`src/rtl/pulse_counter_pkg.sv`:
```
// Shared definitions for the multi-channel gated pulse counter: event modes
// and the saturating-increment helper used by every channel.
package pulse_counter_pkg;

  typedef enum logic [1:0] {
    MODE_LEVEL = 2'b00,
    MODE_RISE  = 2'b01,
    MODE_FALL  = 2'b10,
    MODE_BOTH  = 2'b11
  } mode_e;

  // Returns {overflow_hit, increment}: an event at full scale is turned into
  // an overflow indication instead of wrapping the counter.
  function automatic logic [1:0] sat_step(input logic ev, input logic at_max);
    return {ev & at_max, ev & ~at_max};
  endfunction

endpackage

```
`src/rtl/pulse_counter_ch.sv`:
```
// One counter channel: input synchroniser, mode-selected event detector,
// saturating running count with sticky overflow, and window result register.
module pulse_counter_ch
  import pulse_counter_pkg::*;
#(
  parameter int unsigned CNT_W       = 16,
  parameter int unsigned SYNC_STAGES = 2
) (
  input  logic             clk_in,
  input  logic             rst_in,
  input  logic             pulse_in,
  input  mode_e            mode_in,
  input  logic             en_in,
  input  logic             clear_in,
  input  logic             term_in,
  output logic [CNT_W-1:0] count_out,
  output logic             ovf_out
);

  logic [SYNC_STAGES-1:0] sync_q, sync_d;
  logic                   prev_q, prev_d;
  logic [CNT_W-1:0]       cnt_q, cnt_d;
  logic                   ovf_q, ovf_d;
  logic [CNT_W-1:0]       res_q, res_d;
  logic                   res_ovf_q, res_ovf_d;

  logic             s;
  logic             ev;
  logic [1:0]       step;
  logic [CNT_W-1:0] cnt_next;
  logic             ovf_next;

  always_comb begin
    sync_d = {sync_q[SYNC_STAGES-2:0], pulse_in};
    s      = sync_q[SYNC_STAGES-1];
    prev_d = s;

    ev = 1'b0;
    unique case (mode_in)
      MODE_LEVEL: ev = s;
      MODE_RISE:  ev = s & ~prev_q;
      MODE_FALL:  ev = ~s & prev_q;
      MODE_BOTH:  ev = s ^ prev_q;
    endcase

    step     = sat_step(ev, cnt_q == '1);
    cnt_next = cnt_q + CNT_W'(step[0]);
    ovf_next = ovf_q | step[1];

    cnt_d     = cnt_q;
    ovf_d     = ovf_q;
    res_d     = res_q;
    res_ovf_d = res_ovf_q;

    // The terminal-cycle event is folded into the closing window's result.
    if (clear_in) begin
      cnt_d = '0;
      ovf_d = 1'b0;
    end else if (en_in) begin
      if (term_in) begin
        res_d     = cnt_next;
        res_ovf_d = ovf_next;
        cnt_d     = '0;
        ovf_d     = 1'b0;
      end else begin
        cnt_d = cnt_next;
        ovf_d = ovf_next;
      end
    end
  end

  always_ff @(posedge clk_in) begin
    if (rst_in) begin
      sync_q    <= '0;
      prev_q    <= 1'b0;
      cnt_q     <= '0;
      ovf_q     <= 1'b0;
      res_q     <= '0;
      res_ovf_q <= 1'b0;
    end else begin
      sync_q    <= sync_d;
      prev_q    <= prev_d;
      cnt_q     <= cnt_d;
      ovf_q     <= ovf_d;
      res_q     <= res_d;
      res_ovf_q <= res_ovf_d;
    end
  end

  assign count_out = res_q;
  assign ovf_out   = res_ovf_q;

endmodule

```
`src/rtl/pulse_counter_mc.sv`:
```
// Multi-channel gated pulse counter: one shared gate timer drives CH_NUM
// channels so every window's results are latched coherently with one strobe.
module pulse_counter_mc
  import pulse_counter_pkg::*;
#(
  parameter int unsigned CH_NUM      = 2,
  parameter int unsigned CNT_W       = 16,
  parameter int unsigned GATE_CYCLES = 200000000,
  parameter int unsigned SYNC_STAGES = 2
) (
  input  logic                    clk_in,
  input  logic                    rst_in,
  input  logic                    en_in,
  input  logic                    clear_in,
  input  logic [1:0]              mode_in,
  input  logic [CH_NUM-1:0]       pulse_in,
  output logic [CH_NUM*CNT_W-1:0] count_out,
  output logic [CH_NUM-1:0]       ovf_out,
  output logic                    valid_out,
  output logic [31:0]             win_cnt_out
);

  localparam logic [31:0] LAST = 32'(GATE_CYCLES - 1);

  logic [31:0] timer_q, timer_d;
  logic        valid_q, valid_d;
  logic        term;
  mode_e       mode;

  assign mode = mode_e'(mode_in);
  assign term = (timer_q == LAST);

  always_comb begin
    timer_d = timer_q;
    valid_d = 1'b0;
    if (clear_in) begin
      timer_d = '0;
    end else if (en_in) begin
      timer_d = term ? '0 : timer_q + 32'd1;
      valid_d = term;
    end
  end

  always_ff @(posedge clk_in) begin
    if (rst_in) begin
      timer_q <= '0;
      valid_q <= 1'b0;
    end else begin
      timer_q <= timer_d;
      valid_q <= valid_d;
    end
  end

  for (genvar i = 0; i < CH_NUM; i++) begin : g_ch
    pulse_counter_ch #(
      .CNT_W      (CNT_W),
      .SYNC_STAGES(SYNC_STAGES)
    ) u_ch (
      .clk_in   (clk_in),
      .rst_in   (rst_in),
      .pulse_in (pulse_in[i]),
      .mode_in  (mode),
      .en_in    (en_in),
      .clear_in (clear_in),
      .term_in  (term),
      .count_out(count_out[i*CNT_W +: CNT_W]),
      .ovf_out  (ovf_out[i])
    );
  end

  assign valid_out   = valid_q;
  assign win_cnt_out = timer_q;

endmodule

```
`config.mk`:
```
export PLATFORM = sky130hd
export DESIGN_NAME = pulse_counter_mc
export DESIGN_NICKNAME = d
export VERILOG_FILES = /design/src/rtl/pulse_counter_pkg.sv /design/src/rtl/pulse_counter_ch.sv /design/src/rtl/pulse_counter_mc.sv
export SDC_FILE = /design/constraint.sdc
export NUM_CORES = 1
export LEC_CHECK = 0
export ABC_CLOCK_PERIOD_IN_PS = 2600
export BUFFER_PORTS_ARGS = -buffer_cell sky130_fd_sc_hd__clkbuf_2
export CAP_MARGIN = 20
export CORE_ASPECT_RATIO = 1.5
export CORE_UTILIZATION = 48
export CTS_CLUSTER_DIAMETER = 30
export DETAILED_ROUTE_END_ITERATION = 8
export MAX_ROUTING_LAYER = met4
export PLACE_DENSITY_LB_ADDON = 0.12
export SYNTH_ARGS = -nofsm -noshare
export SYNTH_HDL_FRONTEND = slang
export SYNTH_SLANG_ARGS = --single-unit
```
`constraint.sdc`:
```
create_clock -name clk_in -period 2.6 [get_ports clk_in]
set_input_delay 0.52 -clock clk_in [delete_from_list [all_inputs] [get_ports clk_in]]
set_output_delay 0.52 -clock clk_in [all_outputs]
set_load 0.05 [all_outputs]
```
**Yosys cells after proc, flatten, opt, wreduce, memory -nomap -nowiden**

Index checks and enable logic that the tools add are counted.

- Word-level logic and storage cells: 54
- Output and inout bits: 67
- Register bits: 107

- Reduce and logical (&&, ||, !) cells: 4
- Eq/ne operators: 6
- Bitwise operators: 20
- Multiplexer cells: 7
- $add $sub $neg: 3

Operator list:

| operator | count |
|---|---|
| 16-bit by 1-bit adder with 16-bit output | 2 |
| 32-bit by 1-bit adder with 32-bit output, second input constant | 1 |
| 16-bit equality test, second input constant | 2 |
| 32-bit by 28-bit equality test with 1-bit output, second input constant | 1 |
| 16-bit two-way mux | 2 |
| 32-bit two-way mux | 1 |
| 1-bit AND | 8 |
| 1-bit NOT | 8 |
| 1-bit case mux with 4 select lines | 2 |
| 2-bit equality test, second input constant | 2 |
| 3-bit AND reduction | 1 |
| 3-bit OR reduction | 1 |
| 2-bit by 1-bit equality test with 1-bit output, second input constant | 1 |
| 2-bit zero test | 1 |
| 1-bit two-way mux | 2 |
| 1-bit bitwise OR | 2 |
| 2-bit OR reduction | 1 |
| 1-bit XOR | 2 |

**Longest topological paths before layout**

Gate-level depths: netlist of run 1.

- Depth after elaboration: 6
- Depth in mapped cells: 12
- Depth with buffers taken out: 12

**Cells and area by module**

Synthesis of run 1 repeated with hierarchy kept, for this count alone.

- Cells, all modules: 615
- Area, all modules: 5271.3 µm²

By module, submodules not included:

| module | instances | sequential area each (µm²) | cells an instance | area an instance (µm²) |
|---|---|---|---|---|
| pulse_counter_ch at g_ch[1].u_ch | 1 | 740.7 | 218 | 1873.0 |
| pulse_counter_ch at g_ch[0].u_ch | 1 | 740.7 | 210 | 1794.2 |
| pulse_counter_mc | 1 | 660.6 | 187 | 1604.0 |

**Least setup slack after synthesis of run 1**

No wires, ideal clock.

- Kind: register to register
- Start: register g_ch[1].u_ch.prev_q
- End: register g_ch[1].u_ch.cnt_q[13]
- Clock period less this slack: 2.371 ns
- Setup slack: 0.229 ns
- Required time: 2.538 ns
- Arrival time: 2.309 ns
- Path buffers: 0
- Stages on the path, launching flop included: 11
- Path through: dfxtp_1 > inv_1 > ha_1 > inv_1 > mux4_2 > nor2b_1 > ha_1 > nand3_1 > or4_1 > or4_1 > nand3_1

- Cells in the longest elaborated chain, start to end: 6

RTL lines:

| item | line | text |
|---|---|---|
| start, declared | pulse_counter_ch.sv:21 | `logic prev_q, prev_d;` |
| start signal, assigned | pulse_counter_ch.sv:82 | `prev_q <= prev_d;` |
| 1-bit NOT | pulse_counter_ch.sv:41 | `MODE_RISE: ev = s & ~prev_q;` |
| 1-bit AND | pulse_counter_ch.sv:41 |  |
| 1-bit case mux with 4 select lines (*) | pulse_counter_ch.sv:39 | `unique case (mode_in)` |
| 1-bit AND (*) | pulse_counter_pkg.sv:15 | `return {ev & at_max, ev & ~at_max};` |
| 16-bit by 1-bit adder with 16-bit output (*) | pulse_counter_ch.sv:47 | `cnt_next = cnt_q + CNT_W'(step[0]);` |
| 16-bit two-way mux (*) | pulse_counter_ch.sv:60 | `if (term_in) begin` |
| end signal, assigned | pulse_counter_ch.sv:83 | `cnt_q <= cnt_d;` |
| end, declared | pulse_counter_ch.sv:22 | `logic [CNT_W-1:0] cnt_q, cnt_d;` |

Every way passes the cells marked *; elsewhere a longest branch is shown, timed or not.
A chain may end at the register's enable or synchronous reset.

**Worst setup path after layout of run 1**

- Start: register g_ch[0].u_ch.prev_q
- End: register g_ch[0].u_ch.res_q[14]

- Cells in the longest elaborated chain, start to end: 5

RTL lines:

| item | line | text |
|---|---|---|
| start, declared | pulse_counter_ch.sv:21 |  |
| start signal, assigned | pulse_counter_ch.sv:82 |  |
| 1-bit NOT | pulse_counter_ch.sv:41 |  |
| 1-bit AND | pulse_counter_ch.sv:41 |  |
| 1-bit case mux with 4 select lines (*) | pulse_counter_ch.sv:39 |  |
| 1-bit AND (*) | pulse_counter_pkg.sv:15 |  |
| 16-bit by 1-bit adder with 16-bit output (*) | pulse_counter_ch.sv:47 |  |
| end signal, assigned | pulse_counter_ch.sv:85 | `res_q <= res_d;` |
| end, declared | pulse_counter_ch.sv:24 | `logic [CNT_W-1:0] res_q, res_d;` |

Marked as above.

==> run metrics, run 1 <==
final setup fails 0; DIE AREA about 0.011 mm²; commonest non-fill, non-tap cells in the layout dfxtp_1, nand2_1, clkbuf_2; Crit Path Max Fanout 4; number of H-tree levels 3; Util after Layout between 50 and 60%; antenna violations before repair 0; vias between 4000 and 5000; CTS Buf Count 9; Register Area 0.00214 mm²; Synth cell types 50; Highest Clock Rate 0.406 GHz; Final period util between 90 and 100%; Final ANT Viol Nets 0; layout cells sized above 1 a little under a quarter; Syn Inst Count 571; Area after DPL about 0.0056 mm²; PortBufs 74; post-synthesis sequential area ratio 43.3%; CP max-delay cell mux4_2; Clock Path Buffers 2; #FFs+latches synth 107; number of global-route vias before repair 4207; Async S/R FF share, synth 0%; Power Density 519 mW/mm²; leading cell type in the layout, fill and taps excluded dfxtp_1; clk sink count 107; Ys Warns 0; ANT cells 0; number of remaining DRC errors 7; die height 126 µm; global-route wire length before repair approximately 20000 µm; status complete, but fails checks; mapped cell area 0.00494 mm²; clock root cell clkbuf_16; # rows 45; Top FF cell, synth dfxtp_1; final setup margin 139 ps; largest net degree at the start of global routing 42; Static Leak 2.48 nW; Max Slew Vio Count 0; Required @ worst endpoint 2810 ps; worst hold path depth 2; CP endpoint kind register; final hold vios 0; Tightest Hold Check Type input port to register; Net count, final 684; final total power 0.00311 W; Worst Setup Slack post-DPL 47.2 ps; global router's overall resource usage 23.9%; area of the multi-input gates 0.00268 mm²; Core ar. slightly above 0.01 mm²; Reg2Reg Depth 12; Starting DRT DRC Count 209; syn_area_per_cell 8.66 µm²; worst hold margin around 390 ps; drt wl/cell 14.9 µm; fin crit period roughly 2500 ps; Worst path max stage delay 480 ps; Placer Congestion 0.834; first drt pass iteration count 7; DIE WIDTH around 85 µm; VDD IR max between 0.2 and 0.3 mV; Post-Route WL 11700 µm; crit path kind register to register; area delta synth->final 21.1%; I/O pins 75; Arr. time, crit path roughly 2700 ps; detailed placement HPWL 8540 µm; failing checks DRC; Mapped Nets 589; max cap viols 0; worst skew pair latency 350 ps; Post-synth EDFFs 0; Clock Skew 6.88 ps; gr ovfl total 0; starting density of the core 49.1%; max_slew headroom 47.6%; slew of the pin with the lowest slew margin just under 800 ps; CTS tree done; via/cell ratio 5.49; CTS clk-pin slew, worst paths about 70 ps; CP cell instances inv_1 > ha_1 > inv_1 > mux4_2 > nor2b_1 > ha_1 > ha_2 > and3_4 > nand4_1 > nor2_1 > o21ai_1 > a21oi_1; startpoint class of the critical path register; fillers 951; Finished Cell Area between 0.005 and 0.006 mm²
[cell usage after synthesis (7+ instances only)]
master    count  area [µm²]
a22o_1       14         123
xor2_1       44         385
nor2_1       55         206
inv_1         8        30.0
and4_1        7        61.3
nor3_1        7        35.0
xnor2_1      21         184
and3_1       18         113
ha_1         10         125
buf_2        11        55.1
dfxtp_1     107        2140
nand4_1      23         144
nand2_1      91         342
nand3_1      30         150
nor4_1        9        56.3
clkbuf_1     13        48.8
a21oi_1      38         190
[per-layer routing]
| metal | vias to the layer above | track usage [%] | wire (µm) |
|---|---|---|---|
| li1 | 2174 | - | - |
| met1 | 2040 | 29.7 | 5400 |
| met2 | 100 | 39.2 | 5750 |
| met3 | 10 | 3.97 | 418 |
| met4 | 0 | 8.28 | 152 |
| met5 | - | - | 0 |
[layout make-up]
type | instances | area share, %
clock buffers | 10 | 3.99
inverters | 9 | 0.564
clock inverters | 6 | 1.09
repair buffers | 115 | 11.3
well taps | 117 | 2.44
flip-flops and latches | 107 | 35.8
multi-input cells | 424 | 44.8
[registers in the layout, indices dropped and copies added, names as in the netlist]
name and flops:
g_ch.u_ch.count_out 32, g_ch.u_ch.sync_q 4, g_ch.u_ch.prev_q 2, g_ch.u_ch.ovf_q 2, g_ch.u_ch.cnt_q 32, g_ch.u_ch.ovf_out 2
win_cnt_out 32, valid_out 1
[worst max-delay path, delay by kind of cell, from the launching register on]
kind,cells,cell delay (ps)
AOI/OAI and AO/OA,2,190
DFF,1,340
and+or+nand+nor,4,570
adders and majority gates,3,660
buffers and inverters,2,80
muxes,1,480
[cell families after synthesis]
| family | Yosys count | synth area share, % |
|---|---|---|
| AOI/OAI and AO/OA | 78 | 10.0 |
| and+or+nand+nor | 268 | 27.6 |
| muxes | 3 | 1.11 |
| buffers and inverters | 40 | 3.95 |
| xor gates and xnor gates | 65 | 11.5 |
| adders and majority gates | 10 | 2.53 |
| DFF | 107 | 43.3 |
[power by group]
| part | internal, W | total, W | switching, W |
|---|---|---|---|
| Combinational | 0.0000297 | 0.0000946 | 0.0000649 |
| Clock | 0.000773 | 0.00137 | 0.000594 |
| Sequential | 0.00164 | 0.00165 | 0.00000434 |
| Total | 0.00245 | 0.00311 | 0.000664 |
[worst paths after layout]
check                                to  slack (ps)              startpoint
min              g_ch[1].u_ch.sync_q[0]         390             pulse_in[1]
max reg2reg  g_ch[0].u_ch.count_out[14]         140     g_ch[0].u_ch.prev_q
max          g_ch[0].u_ch.count_out[14]         140     g_ch[0].u_ch.prev_q
min reg2reg      g_ch[1].u_ch.sync_q[1]         450  g_ch[1].u_ch.sync_q[0]
[stage by stage]
| step | TNS (ps) | std cells |
|---|---|---|
| floorplan | 0 | 571 |
| global placement | 0 | 772 |
| detailed placement | 0 | 772 |
| CTS | 0 | 788 |
| global route | -64.5 | 788 |
| finish | 0 | 788 |
[repair_timing]
item | in CTS | in global routing
resized for setup | 0 | 17
buffers inserted | 0 | 0
setup endpoints to repair | 0 | 28
hold buffers | 0 | 0
(Power assumes the default switching activity.)
==> run 2, diff against run 1 <==
Settings changed: ABC_AREA set to 1, MAX_ROUTING_LAYER met4 to unset.
==> run metrics, run 2 <==
cell taking the most area after synthesis dfxtp_1; FF-to-FF Start g_ch[1].u_ch.prev_q; Final ANT Viol Nets 0 (unchanged); Synth cell types 31 (-38%); post-synthesis mux area share 0% (-1.1 points); crit path kind register to register; worst hold margin 368 ps (-26.4 ps); fillers 1173 (+23%); Mapped Nets 870 (+48%); Power Density 511 mW/mm² (-1.5%); post-synthesis sequential area ratio 38.2% (-5.1 points); CP endpoint kind register; Async S/R FF share, synth 0% (unchanged); RSZ-0062 raised after global routing true; CTS tree done; Worst Setup Slack post-DPL 55.6 ps (+8.47 ps); max_slew headroom 64.5% (+17 points); area delta synth->final 15.0%; simple-gate share of the synthesized area 39.2% (+12 points); max cap viols 0 (unchanged); most frequent cell after synthesis nand2_1; worst hold path depth 3 (+1); Static Leak 2.38 nW (-4.2%); Tightest Hold Check Type input port to register; Util after Layout 56.5% (-2.9 points); Starting DRT DRC Count 287 (+37%); Max Slew Vio Count 0 (unchanged); CTS Buf Count 9 (unchanged); DIE WIDTH 90.2 µm (+6.3%); leading cell type in the layout, fill and taps excluded nand2_1; clock root cell clkbuf_16; Clock Skew 8.06 ps (+1.19 ps); largest net degree at the start of global routing 41 (-2.4%); top cell type's share of synthesized area 38.2% (-5.1 points); status completed; I/O pins 75 (unchanged); PortBufs 74 (unchanged); Reg2Reg Depth 14 (+2); Post-Route WL 14200 µm (+21%); detailed placement HPWL 10500 µm (+22%); clk sink count 107 (unchanged); syn_area_per_cell 6.57 µm² (-24%); Final period util 92.2% (-2.4 points); mapped cell area 0.00560 mm² (+13%); area of the multi-input gates 0.00305 mm² (+14%); Core ar. 0.0114 mm² (+13%); worst skew pair latency 340 ps (about the same); first drt pass iteration count 5 (-2); hold_sp pulse_in[1]; drt wl/cell 13.2 µm (-11%); startpoint class of the critical path register; Crit Reg-Reg Endpoint g_ch[1].u_ch.cnt_q[10]; final setup margin 202 ps (+63.1 ps); slew of the pin with the lowest slew margin 531 ps (-254 ps); Net count, final 934 (+37%); worst-case hold path end point g_ch[1].u_ch.sync_q[0]; VDD IR max 0.330 mV (+12%); final hold vios 0 (unchanged); Top FF cell, synth dfxtp_1; Clock Path Buffers 2 (unchanged); layout cells sized above 1 14.6% (-9.3 points); gr ovfl total 0 (unchanged); antenna violations before repair 0 (unchanged); Register Area 0.00214 mm² (about the same); via/cell ratio 5.14 (-6.3%); die height 134 µm (+6.3%); starting density of the core 49.1% (about the same); commonest non-fill, non-tap cells in the layout nand2_1, nor2_1, dfxtp_1; top post-synthesis cells by area dfxtp_1, nand2_1, nor2_1; Highest Clock Rate 0.417 GHz (+2.6%); fin crit period 2400 ps (-63.1 ps); Finished Cell Area 0.00644 mm² (+7.6%); DIE AREA 0.0121 mm² (+13%); ANT cells 0 (unchanged); global-route wire length before repair 23700 µm (+18%); final total power 0.00330 W (+6.0%); main combinational cell family by area after synthesis simple AND/OR/NAND/NOR gates; Arr. time, crit path 2670 ps (about the same); postcts setup bufs 0 (unchanged); final setup fails 0 (unchanged); xor and xnor area share after synthesis 4.53% (-7.0 points); Ys Warns 0 (unchanged); vias 5497 (+27%); top cells by count, synth nand2_1, nor2_1, dfxtp_1; R2R setup slack 200 ps (+60 ps); global router's overall resource usage 23.9% (+0.067 points); post-synthesis adder-cell area fraction 2.23% (-0.30 points); number of H-tree levels 3 (unchanged); Post-synth EDFFs 0 (unchanged); Placer Congestion 0.896 (+7.5%); Area after DPL 0.00609 mm² (+8.5%); # rows 48 (+6.7%); Syn Inst Count 852 (+49%); CTS clk-pin slew, worst paths 70 ps (about the same); post-synthesis compound-gate area fraction 8.18% (-1.8 points); Required @ worst endpoint 2880 ps (+70 ps); number of global-route vias before repair 5083 (+21%); Crit Path Max Fanout 4 (unchanged); number of remaining DRC errors 0 (-7); #FFs+latches synth 107 (unchanged)
[run 2: cell types whose count changed after synthesis, moves of 26 or more]
| cell | change |
|---|---|
| nor2_1 | +75 |
| a21oi_1 | +29 |
| inv_1 | +58 |
| nand2_1 | +178 |
| nand3_1 | +47 |
| xor2_1 | -26 |
[run 2: cell type report]
cell class	count	share of cell area, %
multi-input combinational	643	47.4
clock buffer	10	3.71
sequential	107	33.2
tap	150	2.91
timing repair buffer	86	7.15
clock inverter	4	1.53
inverter	69	4.10
[run 2: timing repair]
action,CTS,global route
hold endpoints to repair,0,0
resized for setup,0,5
hold buffers,0,0
endpoints found under the setup margin,0,10
[run 2: kinds of logic (layout without fill, tap and decap cells)]
kind of cell | Yosys count | in the layout
AND/OR/NAND/NOR | 521 | 521
flip-flops | 107 | 107
buffers and inverters | 102 | 169
AO/OA/AOI/OAI | 83 | 83
XOR/XNOR | 29 | 29
adder cells (fa/ha/maj) | 10 | 10
[run 2: how the worst max path moves through the flow]
stage	slack (ps)	cells past startpoint	endpoint	startpoint
floorplan	370	14	g_ch[1].u_ch.cnt_q[10]	g_ch[1].u_ch.prev_q
global placement	140	14	g_ch[1].u_ch.cnt_q[10]	mode_in[1]
detailed placement	60	14	g_ch[1].u_ch.cnt_q[10]	mode_in[1]
CTS	110	14	g_ch[1].u_ch.cnt_q[10]	g_ch[1].u_ch.prev_q
global route	-10	14	g_ch[1].u_ch.cnt_q[10]	g_ch[1].u_ch.prev_q
finish	200	14	g_ch[1].u_ch.cnt_q[10]	g_ch[1].u_ch.prev_q
[run 2: where the power goes]
group | leakage [nW] | switching (W) | total (W) | internal (W)
logic | 1.35 | 0.0000769 | 0.0000999 | 0.0000229
clock network | 0.165 | 0.000588 | 0.00155 | 0.000961
registers | 0.863 | 0.00000397 | 0.00165 | 0.00164
[run 2: stage by stage]
stage | instances | setup TNS, ps
final | 1069 | 0
after global routing | 1069 | -14.1
after CTS | 1069 | 0
after detailed placement | 1055 | 0
after global placement | 1055 | 0
after floorplan | 852 | 0
[run 2: layer usage]
layer | global-route usage, % | up-vias | part of all wire [%]
met2 | 43.8 | 137 | 51
li1 | - | 2826 | -
met5 | 0 | - | 0
met3 | 3.17 | 26 | 3.7
met1 | 27.8 | 2508 | 43
met4 | 9.95 | 0 | 2.8
[run 2: worst max-delay path, stage by stage (launching register included)]
cell and delay, ps:
dfxtp_1 340, inv_1 50, ha_1 280, nand3b_1 150, nand4_1 100, inv_1 50
nor2_1 80, ha_1 200, ha_1 200, nand3_1 160, nor2_2 200, nand2_1 90
xnor2_1 210, nand3_1 90, a21oi_1 130
==> run 3, diff against run 2 <==
Settings changed: CTS_BUF_LIST set to sky130_fd_sc_hd__clkbuf_2.
==> run metrics, run 3 (synthesis results as in run 2) <==
status completed; Starting DRT DRC Count 290 (+1.0%); worst skew pair latency 590 ps (+250 ps); Core ar. 0.0114 mm² (unchanged); final hold vios 0 (unchanged); commonest non-fill, non-tap cells in the layout nand2_1, nor2_1, dfxtp_1; die height 134 µm (unchanged); Critical path buffers and inverters 2 (unchanged); max cap viols 0 (unchanged); first drt pass iteration count 4 (-1); # rows 48 (unchanged); fin crit period 2420 ps (+20.2 ps); antenna violations before repair 1 (+1); RSZ-0062 raised after global routing true; worst hold margin 90.0 ps (-278 ps); starting density of the core 49.1% (unchanged); met2 routed WL 7140 µm (-0.53%); Required @ worst endpoint 3150 ps (+270 ps); leading cell type in the layout, fill and taps excluded nand2_1; CP max-delay cell dfxtp_1; CP endpoint kind register; global-route wire length before repair 23500 µm (-0.64%); Combinational Power Share 3.7% (+0.7 points); slew of the pin with the lowest slew margin 542 ps (+10.8 ps); drt wl/cell 13.2 µm (-0.64%); Final period util 93.0% (+0.78 points); via/cell ratio 5.10 (-0.89%); startpoint class of the critical path register; Static Leak 2.32 nW (-2.5%); Worst path max stage delay 400 ps (+60 ps); gr ovfl total 0 (unchanged); layout cells sized above 1 15.0% (+0.44 points); Util after Layout 54.9% (-1.5 points); Power Density 430 mW/mm² (-16%); Clock Path Buffers 2 (unchanged); Placer Congestion 0.896 (unchanged); final setup fails 0 (unchanged); hold buffer count at CTS 0 (unchanged); area delta synth->final 11.9%; Clock Skew 27.8 ps (+19.8 ps); I/O pins 75 (unchanged); number of H-tree levels 3 (unchanged); max_slew headroom 63.8% (-0.72 points); Max Slew Vio Count 0 (unchanged); Net count, final 934 (unchanged); CTS tree done; VDD IR max 0.247 mV (-25%); Post-Route WL 14100 µm (-0.55%); sw power 0.000619 W (-7.6%); vias 5453 (-0.80%); DIE AREA 0.0121 mm² (unchanged); Final ANT Viol Nets 0 (unchanged); setup TNS 0 ps (unchanged); PortBufs 74 (unchanged); CP cell instances inv_1 > ha_1 > nand3b_1 > nand4_1 > inv_1 > nor2_1 > ha_1 > ha_1 > nand3_1 > nor2_2 > nand2_1 > xnor2_1 > nand3_1 > a21oi_1; Tightest Hold Check Type input port to register; CTS clk-pin slew, worst paths 280 ps (+210 ps); Seq pwr share 61.4% (+11 points); highest metal used met4; CP delay by family, top simple AND/OR/NAND/NOR gates; met3 wire length 501 µm (-4.6%); number of global-route vias before repair 5027 (-1.1%); detailed placement HPWL 10500 µm (unchanged); DIE WIDTH 90.2 µm (unchanged); Highest Clock Rate 0.414 GHz (-0.83%); CTS Buf Count 9 (unchanged); Switching Fraction 22.9% (+2.6 points); clk sink count 107 (unchanged); Crit Path Max Fanout 4 (unchanged); largest net degree at the start of global routing 41 (unchanged); crit path kind register to register; Arr. time, crit path 2970 ps (+300 ps); cell mode on critical path ha_1; global router's overall resource usage 23.8% (-0.084 points); M1 wire length 6140 µm (+1.3%); clock share of power 34.9% (-12 points); Pint 0.00208 W (-21%); number of remaining DRC errors 0 (unchanged); clock root cell clkbuf_2
run 3: cell type report:
cell class,instances,area [µm²]
Clock buffer,9,45.0
Antenna cell,1,2.50
Clock inverter,5,103
Sequential cell,107,2150
Multi-Input combinational cell,643,3060
Tap cell,150,188
Fill cell,1194,5140
Inverter,69,264
Timing Repair Buffer,86,460
run 3: what timing repair did:
item | 4_1_cts | 5_1_grt
buffers inserted | 0 | 0
setup endpoints to repair | 0 | 11
gates resized for setup | 0 | 9
run 3: per-stage QoR:
step | instance area [µm²] | power (W) | worst slack, ps | std cells
finish | 6270 | 0.00270 | 182 | 1070
CTS | 6240 | 0.00272 | 79.4 | 1069
global placement | 6090 | 0.00178 | 139 | 1055
floorplan | 5600 | 0.00175 | 366 | 852
global route | 6270 | 0.00279 | -63.3 | 1070
detailed placement | 6090 | 0.00178 | 55.6 | 1055
run 3: power by group through the flow:
stage	clock network, W	logic, W	registers, W
6_report	0.000942	0.0000999	0.00166
5_1_grt	0.00103	0.000110	0.00166
4_1_cts	0.000964	0.000101	0.00166
3_5_place_dp	0	0.0000999	0.00168
3_3_place_gp	0	0.0000974	0.00168
2_1_floorplan	0	0.0000617	0.00169
run 3: metal layers:
layer	vias up	track usage [%]
met5	-	0
met4	0	7.89
met3	21	4.42
met2	113	43.8
met1	2498	27.7
li1	2821	-
run 3: path summary, 6_finish.rpt:
kind	startpoint	endpoint	slack, ps	cells past startpoint
worst max-delay path	g_ch[1].u_ch.prev_q	g_ch[1].u_ch.cnt_q[10]	180	14
worst max register to register	g_ch[1].u_ch.prev_q	g_ch[1].u_ch.cnt_q[10]	180	14
worst min-delay path	pulse_in[1]	g_ch[1].u_ch.sync_q[0]	90	3
worst min register to register	g_ch[1].u_ch.sync_q[0]	g_ch[1].u_ch.sync_q[1]	430	2
run 3: worst reg2reg max path, cell delays in order, from the launching register on:
cell and delay [ps]:
dfxtp_1 400, inv_1 50, ha_1 280, nand3b_1 150, nand4_1 110, inv_1 50, nor2_1 80, ha_1 190
ha_1 190, nand3_1 160, nor2_2 210, nand2_1 90, xnor2_1 210, nand3_1 90, a21oi_1 130
